==> config.mk <==
export PLATFORM = sky130hd
export DESIGN_NAME = attack_arbiter
export DESIGN_NICKNAME = d
export VERILOG_FILES = /design/src/rtl/attack_pkg.sv /design/src/rtl/attack_arbiter_kb_scaler.sv /design/src/rtl/attack_arbiter.sv
export SDC_FILE = /design/constraint.sdc
export NUM_CORES = 2
export LEC_CHECK = 0
export CORE_ASPECT_RATIO = 1.1
export CORE_UTILIZATION = 55
export CTS_BUF_LIST = sky130_fd_sc_hd__clkbuf_8
export CTS_CLUSTER_DIAMETER = 200
export DETAILED_ROUTE_END_ITERATION = 8
export GPL_ROUTABILITY_DRIVEN = 0
export PLACE_DENSITY = 0.75
export SETUP_SLACK_MARGIN = 0.15
export SLEW_MARGIN = 20
export SYNTH_ARGS = -nofsm -noshare
export SYNTH_HDL_FRONTEND = slang
export SYNTH_SLANG_ARGS = --single-unit
export TNS_END_PERCENT = 20
==> constraint.sdc <==
create_clock -name clock -period 24.9 [get_ports clock]
set_input_delay 6.225 -clock clock [delete_from_list [all_inputs] [get_ports clock]]
set_output_delay 6.225 -clock clock [all_outputs]
set_load 0.005 [all_outputs]
==> src/rtl/attack_pkg.sv <==
// Shared definitions for the attack arbiter: attack-word layout, hit tiers,
// hit damage, the arbiter FSM states and the attack-type decoder.
package attack_pkg;

  // Attack-word bit positions
  localparam int unsigned HIT     = 0;
  localparam int unsigned SMASH_U = 1;
  localparam int unsigned SMASH_D = 2;
  localparam int unsigned SMASH_L = 3;
  localparam int unsigned SMASH_R = 4;
  localparam int unsigned JAB     = 5;
  localparam int unsigned SPEC_U  = 6;
  localparam int unsigned SPEC_D  = 7;
  localparam int unsigned SPEC_L  = 8;
  localparam int unsigned SPEC_R  = 9;
  localparam int unsigned SPEC_N  = 10;
  localparam int unsigned ACTIVE  = 11;

  // Clash priority tiers (higher wins)
  localparam logic [1:0] TIER_SMASH   = 2'd3;
  localparam logic [1:0] TIER_SPECIAL = 2'd2;
  localparam logic [1:0] TIER_JAB     = 2'd1;

  // Damage dealt per hit type
  localparam logic [3:0] DMG_SMASH   = 4'd15;
  localparam logic [3:0] DMG_SPECIAL = 4'd10;
  localparam logic [3:0] DMG_NEUTRAL = 4'd8;
  localparam logic [3:0] DMG_JAB     = 4'd3;

  typedef enum logic [1:0] {
    IDLE,
    EVAL,
    APPLY
  } arbState_t;

  typedef struct packed {
    logic       valid;
    logic [1:0] tier;
    logic [3:0] dmg;
  } hitInfo_t;

  // The lowest set type bit decides the hit; the type groups are laid out in
  // ascending bit order, so a group-wise priority chain picks the lowest bit.
  function automatic hitInfo_t decodeType(input logic [SPEC_N:SMASH_U] typeBits);
    hitInfo_t info;
    info = '0;
    if (typeBits[SMASH_R:SMASH_U] != '0) begin
      info = '{valid: 1'b1, tier: TIER_SMASH, dmg: DMG_SMASH};
    end else if (typeBits[JAB]) begin
      info = '{valid: 1'b1, tier: TIER_JAB, dmg: DMG_JAB};
    end else if (typeBits[SPEC_R:SPEC_U] != '0) begin
      info = '{valid: 1'b1, tier: TIER_SPECIAL, dmg: DMG_SPECIAL};
    end else if (typeBits[SPEC_N]) begin
      info = '{valid: 1'b1, tier: TIER_SPECIAL, dmg: DMG_NEUTRAL};
    end
    return info;
  endfunction

endpackage

==> src/rtl/attack_arbiter_kb_scaler.sv <==
// Scales one signed 16-bit knockback half by the victim's damage percent:
// k + (k*d)>>>7, clamped to the symmetric range [-32767, 32767].
module kb_scaler #(
  parameter int unsigned DMG_W = 10
) (
  input  logic signed [15:0]      base,
  input  logic        [DMG_W-1:0] damage,
  output logic signed [15:0]      scaled
);

  logic signed [31:0] base32;
  logic signed [31:0] damage32;
  logic signed [31:0] product;
  logic signed [31:0] sum;

  // Widen, scale, add back the base and saturate
  always_comb begin
    base32   = 32'(base);
    damage32 = $signed(32'(damage));
    product  = base32 * damage32;
    sum      = base32 + (product >>> 7);
    if (sum > 32'sd32767) begin
      scaled = 16'sh7FFF;
    end else if (sum < -32'sd32767) begin
      scaled = 16'sh8001;
    end else begin
      scaled = sum[15:0];
    end
  end

endmodule

==> src/rtl/attack_arbiter.sv <==
// Attack arbiter: turns each player's attack word into at most one hit per
// attack instance, resolves simultaneous hits, accumulates damage, issues the
// victim's scaled knockback strobe and runs per-player hitstun.
module attack_arbiter #(
  parameter int unsigned        STUN_W      = 24,
  parameter logic [STUN_W-1:0]  STUN_CYCLES = 24'h400000,
  parameter int unsigned        DMG_W       = 10,
  parameter int unsigned        DMG_MAX     = 999
) (
  input  logic             clock,
  input  logic             reset,
  input  logic [31:0]      p1_attack,
  input  logic [31:0]      p1_knockback,
  input  logic [31:0]      p2_attack,
  input  logic [31:0]      p2_knockback,
  output logic [DMG_W-1:0] p1_damage,
  output logic [DMG_W-1:0] p2_damage,
  output logic [31:0]      p1_kb_out,
  output logic             p1_kb_valid,
  output logic [31:0]      p2_kb_out,
  output logic             p2_kb_valid,
  output logic             p1_stunned,
  output logic             p2_stunned,
  output logic             clash
);
  import attack_pkg::*;

  localparam logic [DMG_W:0]   DMG_LIMIT = (DMG_W+1)'(DMG_MAX);
  localparam logic [DMG_W-1:0] DMG_CAP   = DMG_W'(DMG_MAX);

  arbState_t         state, stateNext;
  hitInfo_t          p1Type, p2Type, p1Hit, p2Hit;
  logic              p1HitEv, p2HitEv;
  logic              p1Consumed, p2Consumed, p1Lockout, p2Lockout;
  logic              p1Pending, p2Pending;
  logic [31:0]       p1KbBase, p2KbBase;
  logic [STUN_W-1:0] p1StunCount, p2StunCount;
  logic              p1Stun, p2Stun;
  logic [DMG_W-1:0]  p1Damage, p2Damage, p1DamageNext, p2DamageNext;
  logic [DMG_W:0]    p1DamageSum, p2DamageSum;
  logic [31:0]       p1KbScaled, p2KbScaled, p1KbOut, p2KbOut;
  logic              p1KbValid, p2KbValid, clashReg;
  logic              p1Cand, p2Cand, p1Victim, p2Victim, clashNow;
  logic              unusedBits;

  assign unusedBits = ^{p1_attack[31:12], p2_attack[31:12]};

  assign p1Stun = (p1StunCount != '0);
  assign p2Stun = (p2StunCount != '0);

  // Decode attack type and qualify a new hit for each player
  always_comb begin
    p1Type  = decodeType(p1_attack[SPEC_N:SMASH_U]);
    p2Type  = decodeType(p2_attack[SPEC_N:SMASH_U]);
    p1HitEv = p1_attack[HIT] & p1_attack[ACTIVE] & ~p1Consumed & ~p1Lockout
              & ~p1Stun & p1Type.valid;
    p2HitEv = p2_attack[HIT] & p2_attack[ACTIVE] & ~p2Consumed & ~p2Lockout
              & ~p2Stun & p2Type.valid;
  end

  // Victim damage after the opponent's latched hit, saturating
  always_comb begin
    p1DamageSum  = {1'b0, p1Damage} + (DMG_W+1)'(p2Hit.dmg);
    p2DamageSum  = {1'b0, p2Damage} + (DMG_W+1)'(p1Hit.dmg);
    p1DamageNext = (p1DamageSum > DMG_LIMIT) ? DMG_CAP : p1DamageSum[DMG_W-1:0];
    p2DamageNext = (p2DamageSum > DMG_LIMIT) ? DMG_CAP : p2DamageSum[DMG_W-1:0];
  end

  // Player 1 is scaled by player 2's base knockback and vice versa
  kb_scaler #(.DMG_W(DMG_W)) uP1KbX (.base(p2KbBase[31:16]), .damage(p1DamageNext), .scaled(p1KbScaled[31:16]));
  kb_scaler #(.DMG_W(DMG_W)) uP1KbY (.base(p2KbBase[15:0]),  .damage(p1DamageNext), .scaled(p1KbScaled[15:0]));
  kb_scaler #(.DMG_W(DMG_W)) uP2KbX (.base(p1KbBase[31:16]), .damage(p2DamageNext), .scaled(p2KbScaled[31:16]));
  kb_scaler #(.DMG_W(DMG_W)) uP2KbY (.base(p1KbBase[15:0]),  .damage(p2DamageNext), .scaled(p2KbScaled[15:0]));

  // FSM state register
  always_ff @(posedge clock) begin
    if (!reset) begin
      state <= IDLE;
    end else begin
      state <= stateNext;
    end
  end

  // Arbitration: choose a victim, a clash, or discard, one hit at a time
  always_comb begin
    stateNext = state;
    p1Victim  = 1'b0;
    p2Victim  = 1'b0;
    clashNow  = 1'b0;
    p1Cand    = p1Pending & ~p1Stun & ~p2Stun;
    p2Cand    = p2Pending & ~p2Stun & ~p1Stun;
    unique case (state)
      IDLE: begin
        if (p1Pending | p2Pending) stateNext = EVAL;
      end
      EVAL: begin
        stateNext = IDLE;
        if (p1Cand && p2Cand) begin
          if (p1Hit.tier > p2Hit.tier) begin
            p2Victim  = 1'b1;
            stateNext = APPLY;
          end else if (p2Hit.tier > p1Hit.tier) begin
            p1Victim  = 1'b1;
            stateNext = APPLY;
          end else begin
            clashNow = 1'b1;
          end
        end else if (p1Cand) begin
          p2Victim  = 1'b1;
          stateNext = APPLY;
        end else if (p2Cand) begin
          p1Victim  = 1'b1;
          stateNext = APPLY;
        end
      end
      APPLY: stateNext = IDLE;
      default: stateNext = IDLE;
    endcase
  end

  // Per-player hit capture: one hit per active period. The lockout flag is
  // loaded from ACTIVE during reset so a word held across reset must re-arm.
  always_ff @(posedge clock) begin
    if (!reset) begin
      p1Consumed <= 1'b0;
      p2Consumed <= 1'b0;
      p1Lockout  <= p1_attack[ACTIVE];
      p2Lockout  <= p2_attack[ACTIVE];
      p1Pending  <= 1'b0;
      p2Pending  <= 1'b0;
      p1Hit      <= '0;
      p2Hit      <= '0;
      p1KbBase   <= '0;
      p2KbBase   <= '0;
    end else begin
      if (!p1_attack[ACTIVE]) p1Lockout <= 1'b0;
      if (!p2_attack[ACTIVE]) p2Lockout <= 1'b0;
      if (p1HitEv) p1Consumed <= 1'b1;
      else if (!p1_attack[ACTIVE]) p1Consumed <= 1'b0;
      if (p2HitEv) p2Consumed <= 1'b1;
      else if (!p2_attack[ACTIVE]) p2Consumed <= 1'b0;
      if (p1HitEv) begin
        p1Pending <= 1'b1;
        p1Hit     <= p1Type;
        p1KbBase  <= p1_knockback;
      end else if (state == EVAL) begin
        p1Pending <= 1'b0;
      end
      if (p2HitEv) begin
        p2Pending <= 1'b1;
        p2Hit     <= p2Type;
        p2KbBase  <= p2_knockback;
      end else if (state == EVAL) begin
        p2Pending <= 1'b0;
      end
    end
  end

  // Victim updates are registered on the EVAL exit edge so that damage,
  // knockback and the strobe are all visible during the APPLY cycle.
  always_ff @(posedge clock) begin
    if (!reset) begin
      p1Damage    <= '0;
      p2Damage    <= '0;
      p1KbOut     <= '0;
      p2KbOut     <= '0;
      p1KbValid   <= 1'b0;
      p2KbValid   <= 1'b0;
      p1StunCount <= '0;
      p2StunCount <= '0;
      clashReg    <= 1'b0;
    end else begin
      p1KbValid <= p1Victim;
      p2KbValid <= p2Victim;
      clashReg  <= clashNow;
      if (p1Victim) begin
        p1Damage    <= p1DamageNext;
        p1KbOut     <= p1KbScaled;
        p1StunCount <= STUN_CYCLES;
      end else if (p1Stun) begin
        p1StunCount <= p1StunCount - STUN_W'(1);
      end
      if (p2Victim) begin
        p2Damage    <= p2DamageNext;
        p2KbOut     <= p2KbScaled;
        p2StunCount <= STUN_CYCLES;
      end else if (p2Stun) begin
        p2StunCount <= p2StunCount - STUN_W'(1);
      end
    end
  end

  assign p1_damage   = p1Damage;
  assign p2_damage   = p2Damage;
  assign p1_kb_out   = p1KbOut;
  assign p2_kb_out   = p2KbOut;
  assign p1_kb_valid = p1KbValid;
  assign p2_kb_valid = p2KbValid;
  assign p1_stunned  = p1Stun;
  assign p2_stunned  = p2Stun;
  assign clash       = clashReg;

endmodule

==> run metrics <==
status finished clean; Final Worst Setup Slack approximately 12000 ps; residual DRC count 0; Boundary Pins roughly 220; Data arrival, critical path 13040 ps; Critical-path top delay cell o21ai_1; largest net degree at the start of global routing 55; fin nets between 5k and 6k; initial antenna violation count 1; met1 Use GR between 30% and 40%; most frequent cells in the layout inv_1, nand2_1, fa_1, ha_1, a21oi_1; R2R Path End p1_kb_out[4]$_SDFFE_PN0P_; Setup-failing EPs final 0; Most Crowded Layer GR met2; crit path launch type flip-flop; # clock sinks between 200 and 250; unrepaired setup endpoints after global routing no; clock root cell clkbuf_8; Reg-to-Reg Start p2Hit[4]$_SDFFE_PN0P_; Buffers on Ports around 180; Crit Path Max Fanout 17; Finished Layout Cells 5374; setup bufs post-CTS 0; Final HPWL DP around 70000 um; Final Hold Fails 0; Most common cell on crit path fa_1; 1st-iter DRT viols between 1.5k and 2k; fin area just over 40000 um^2; top_reg_cell synth dfxtp_1; Final TNS setup 0 ps; CTS Buffer Depth 3; placed insts about 5.3k; Synth cell types approximately 100; die height ~270 um; minimum clock period around 13000 ps; drt via density about 5.5; CP max stage delay ~840 ps; antenna-violating nets left 0; commonest non-fill, non-tap cell in the layout inv_1; FP Rows 99; asr flop ratio synth 0%; clock slew at reported path FFs 70 ps; Post-CTS Hold Buffers 0; flop-to-flop setup slack about 12000 ps; cells after synthesis between 4k and 5k; area of the mapped netlist about 37000 um^2; worst vdd ir roughly 0.057 mV; critical path type flip-flop to flip-flop; GRT overflow 0; Core Footprint 66500 um^2; Hold Path Cell Cnt 1; Hold Crit Class flip-flop to flip-flop; post-synthesis sequential area ratio 11.6%; final hold slack around 410 ps; PD cells around 28 nW/um^2; Total GRT Usage between 20% and 30%; dpl cell area roughly 40000 um^2; EDFF count, synth 2; CP bufs+invs 3; CTS tree done; worst-skew pair later-pin latency between 600 and 700 ps; Hold Startpoint state[1]$_SDFFE_PN0P_; worst r2r path cells 39; area grow syn2layout 8.71%; crit-path leading delay family compound AO/OA/AOI/OAI gates; Tcrit/Tclk final between 50 and 60%; Initial Util 55.8%; maxcap violations 0; Mapped Nets 5493; final wirelength 89300 um; CP required 25420 ps; Max Freq about 80 MHz; warnings from Yosys 0; Tot Pwr 1.14 mW; drt first pass iters 5; DR vias just under 30k; vias in the first global route between 30k and 40k; post-DR wirelength/cell about 17 um; Die X about 250 um; clock buffer count from CTS 40; die area just under 70000 um^2; max-slew violation count 0; Place WS 12610 ps; final core occ 60.7%; Setup Skew 48.1 ps; relative slew slack 31.8%; Seq cells post-synth about 220; Gates resized, CTS repair 0; hold worst-path end state[0]$_SDFFE_PN0P_; post-synthesis area per instance 8.37 um^2; LEAKAGE between 15 and 20 nW; M3 GR Usage around 5.4%; met2 usage in global routing between 40% and 50%; H-tree Lvls 2; Worst-Margin Slew just over 1000 ps; Critical Path Sink Type flip-flop; layout cells sized above 1 under 10%; first-pass GRT wire length ~150000 um
## final cells by class
type                       count  area, um^2
fill                        5763       26200
timing repair buffer         207        2000
antenna                        1        2.50
clock buffer                  49         674
clock inverter                24         228
inverter                     749        2810
sequential                   215        4320
multi-input combinational   3271       29200
tap                          858        1070
## worst max path at each step
stage	from	end	depth (start not counted)
finish	p2Hit[4]$_SDFFE_PN0P_	p1_kb_out[4]$_SDFFE_PN0P_	39
CTS	p2Hit[4]$_SDFFE_PN0P_	p1_kb_out[11]$_SDFFE_PN0P_	39
global route	p2Hit[4]$_SDFFE_PN0P_	p1_kb_out[6]$_SDFFE_PN0P_	39
detailed placement	p2Hit[4]$_SDFFE_PN0P_	p1_kb_out[9]$_SDFFE_PN0P_	39
floorplan	p1_damage[0]$_SDFFE_PN0P_	p1_kb_out[10]$_SDFFE_PN0P_	44
global placement	p2Hit[4]$_SDFFE_PN0P_	p1_kb_out[5]$_SDFFE_PN0P_	39
## state kept, by name (all words and copies together) (netlist names), 2 cells and up
signal / count
p2_damage: 10
p1Hit: 4
p2KbBase: 32
p1_kb_out: 32
p1KbBase: 32
p2_kb_out: 32
p2StunCount: 24
p1StunCount: 24
p2Hit: 4
state: 2
p1_damage: 10
## cell families (layout without fill, tap and decap cells)
logic type                 after synthesis  after routing  share of synthesized area [%]
DFF                                    215            215                           11.6
muxes                                   10             10                          0.280
AOI/OAI and AO/OA                      679            679                           11.6
and+or+nand+nor                       1445           1445                           18.8
other                                    0              1                              0
adders and majority gates              926            926                           43.0
xor gates and xnor gates               211            211                           4.98
buffers and inverters                  951           1029                           9.73
## cell usage after synthesis, drive strengths merged (8+ instances only)
| master | number | area (um^2) |
|---|---|---|
| nor3 | 61 | 327 |
| ha | 344 | 4300 |
| a211o | 10 | 88.8 |
| o31ai | 17 | 141 |
| nor2 | 217 | 825 |
| fa | 582 | 11700 |
| buf | 16 | 100 |
| nand4 | 31 | 200 |
| or3 | 12 | 80.1 |
| o21bai | 15 | 113 |
| a21o | 57 | 428 |
| and3 | 18 | 113 |
| a31oi | 10 | 62.6 |
| o31a | 11 | 96.3 |
| inv | 749 | 2810 |
| or2 | 13 | 83.8 |
| a21oi | 266 | 1340 |
| nand2b | 33 | 209 |
| o211ai | 35 | 263 |
| o21a | 31 | 233 |
| xnor2 | 140 | 1230 |
| clkbuf | 186 | 699 |
| dfxtp | 213 | 4260 |
| nand3 | 36 | 180 |
| o21ai | 119 | 599 |
| or4 | 8 | 67.6 |
| nor4b | 9 | 78.8 |
| nand2 | 627 | 2350 |
| a211oi | 26 | 205 |
| and2 | 168 | 1050 |
| nor2b | 158 | 988 |
| nor4 | 25 | 156 |
| xor2 | 71 | 622 |
## report_power, final
group / total (mW) / leakage, nW / switching [mW] / internal, mW
Sequential: 0.436 / 1.74 / 0.0513 / 0.385
Clock: 0.400 / 0.491 / 0.178 / 0.222
Combinational: 0.305 / 17.3 / 0.175 / 0.129
Total: 1.14 / 19.6 / 0.405 / 0.736
## metal layers
metal,up-vias,part of all wire [%]
met5,-,0
met4,0,2.4
met3,116,7.4
met2,799,45
met1,14700,45
li1,14200,-
No activity file was read; power rests on OpenSTA's default activity.
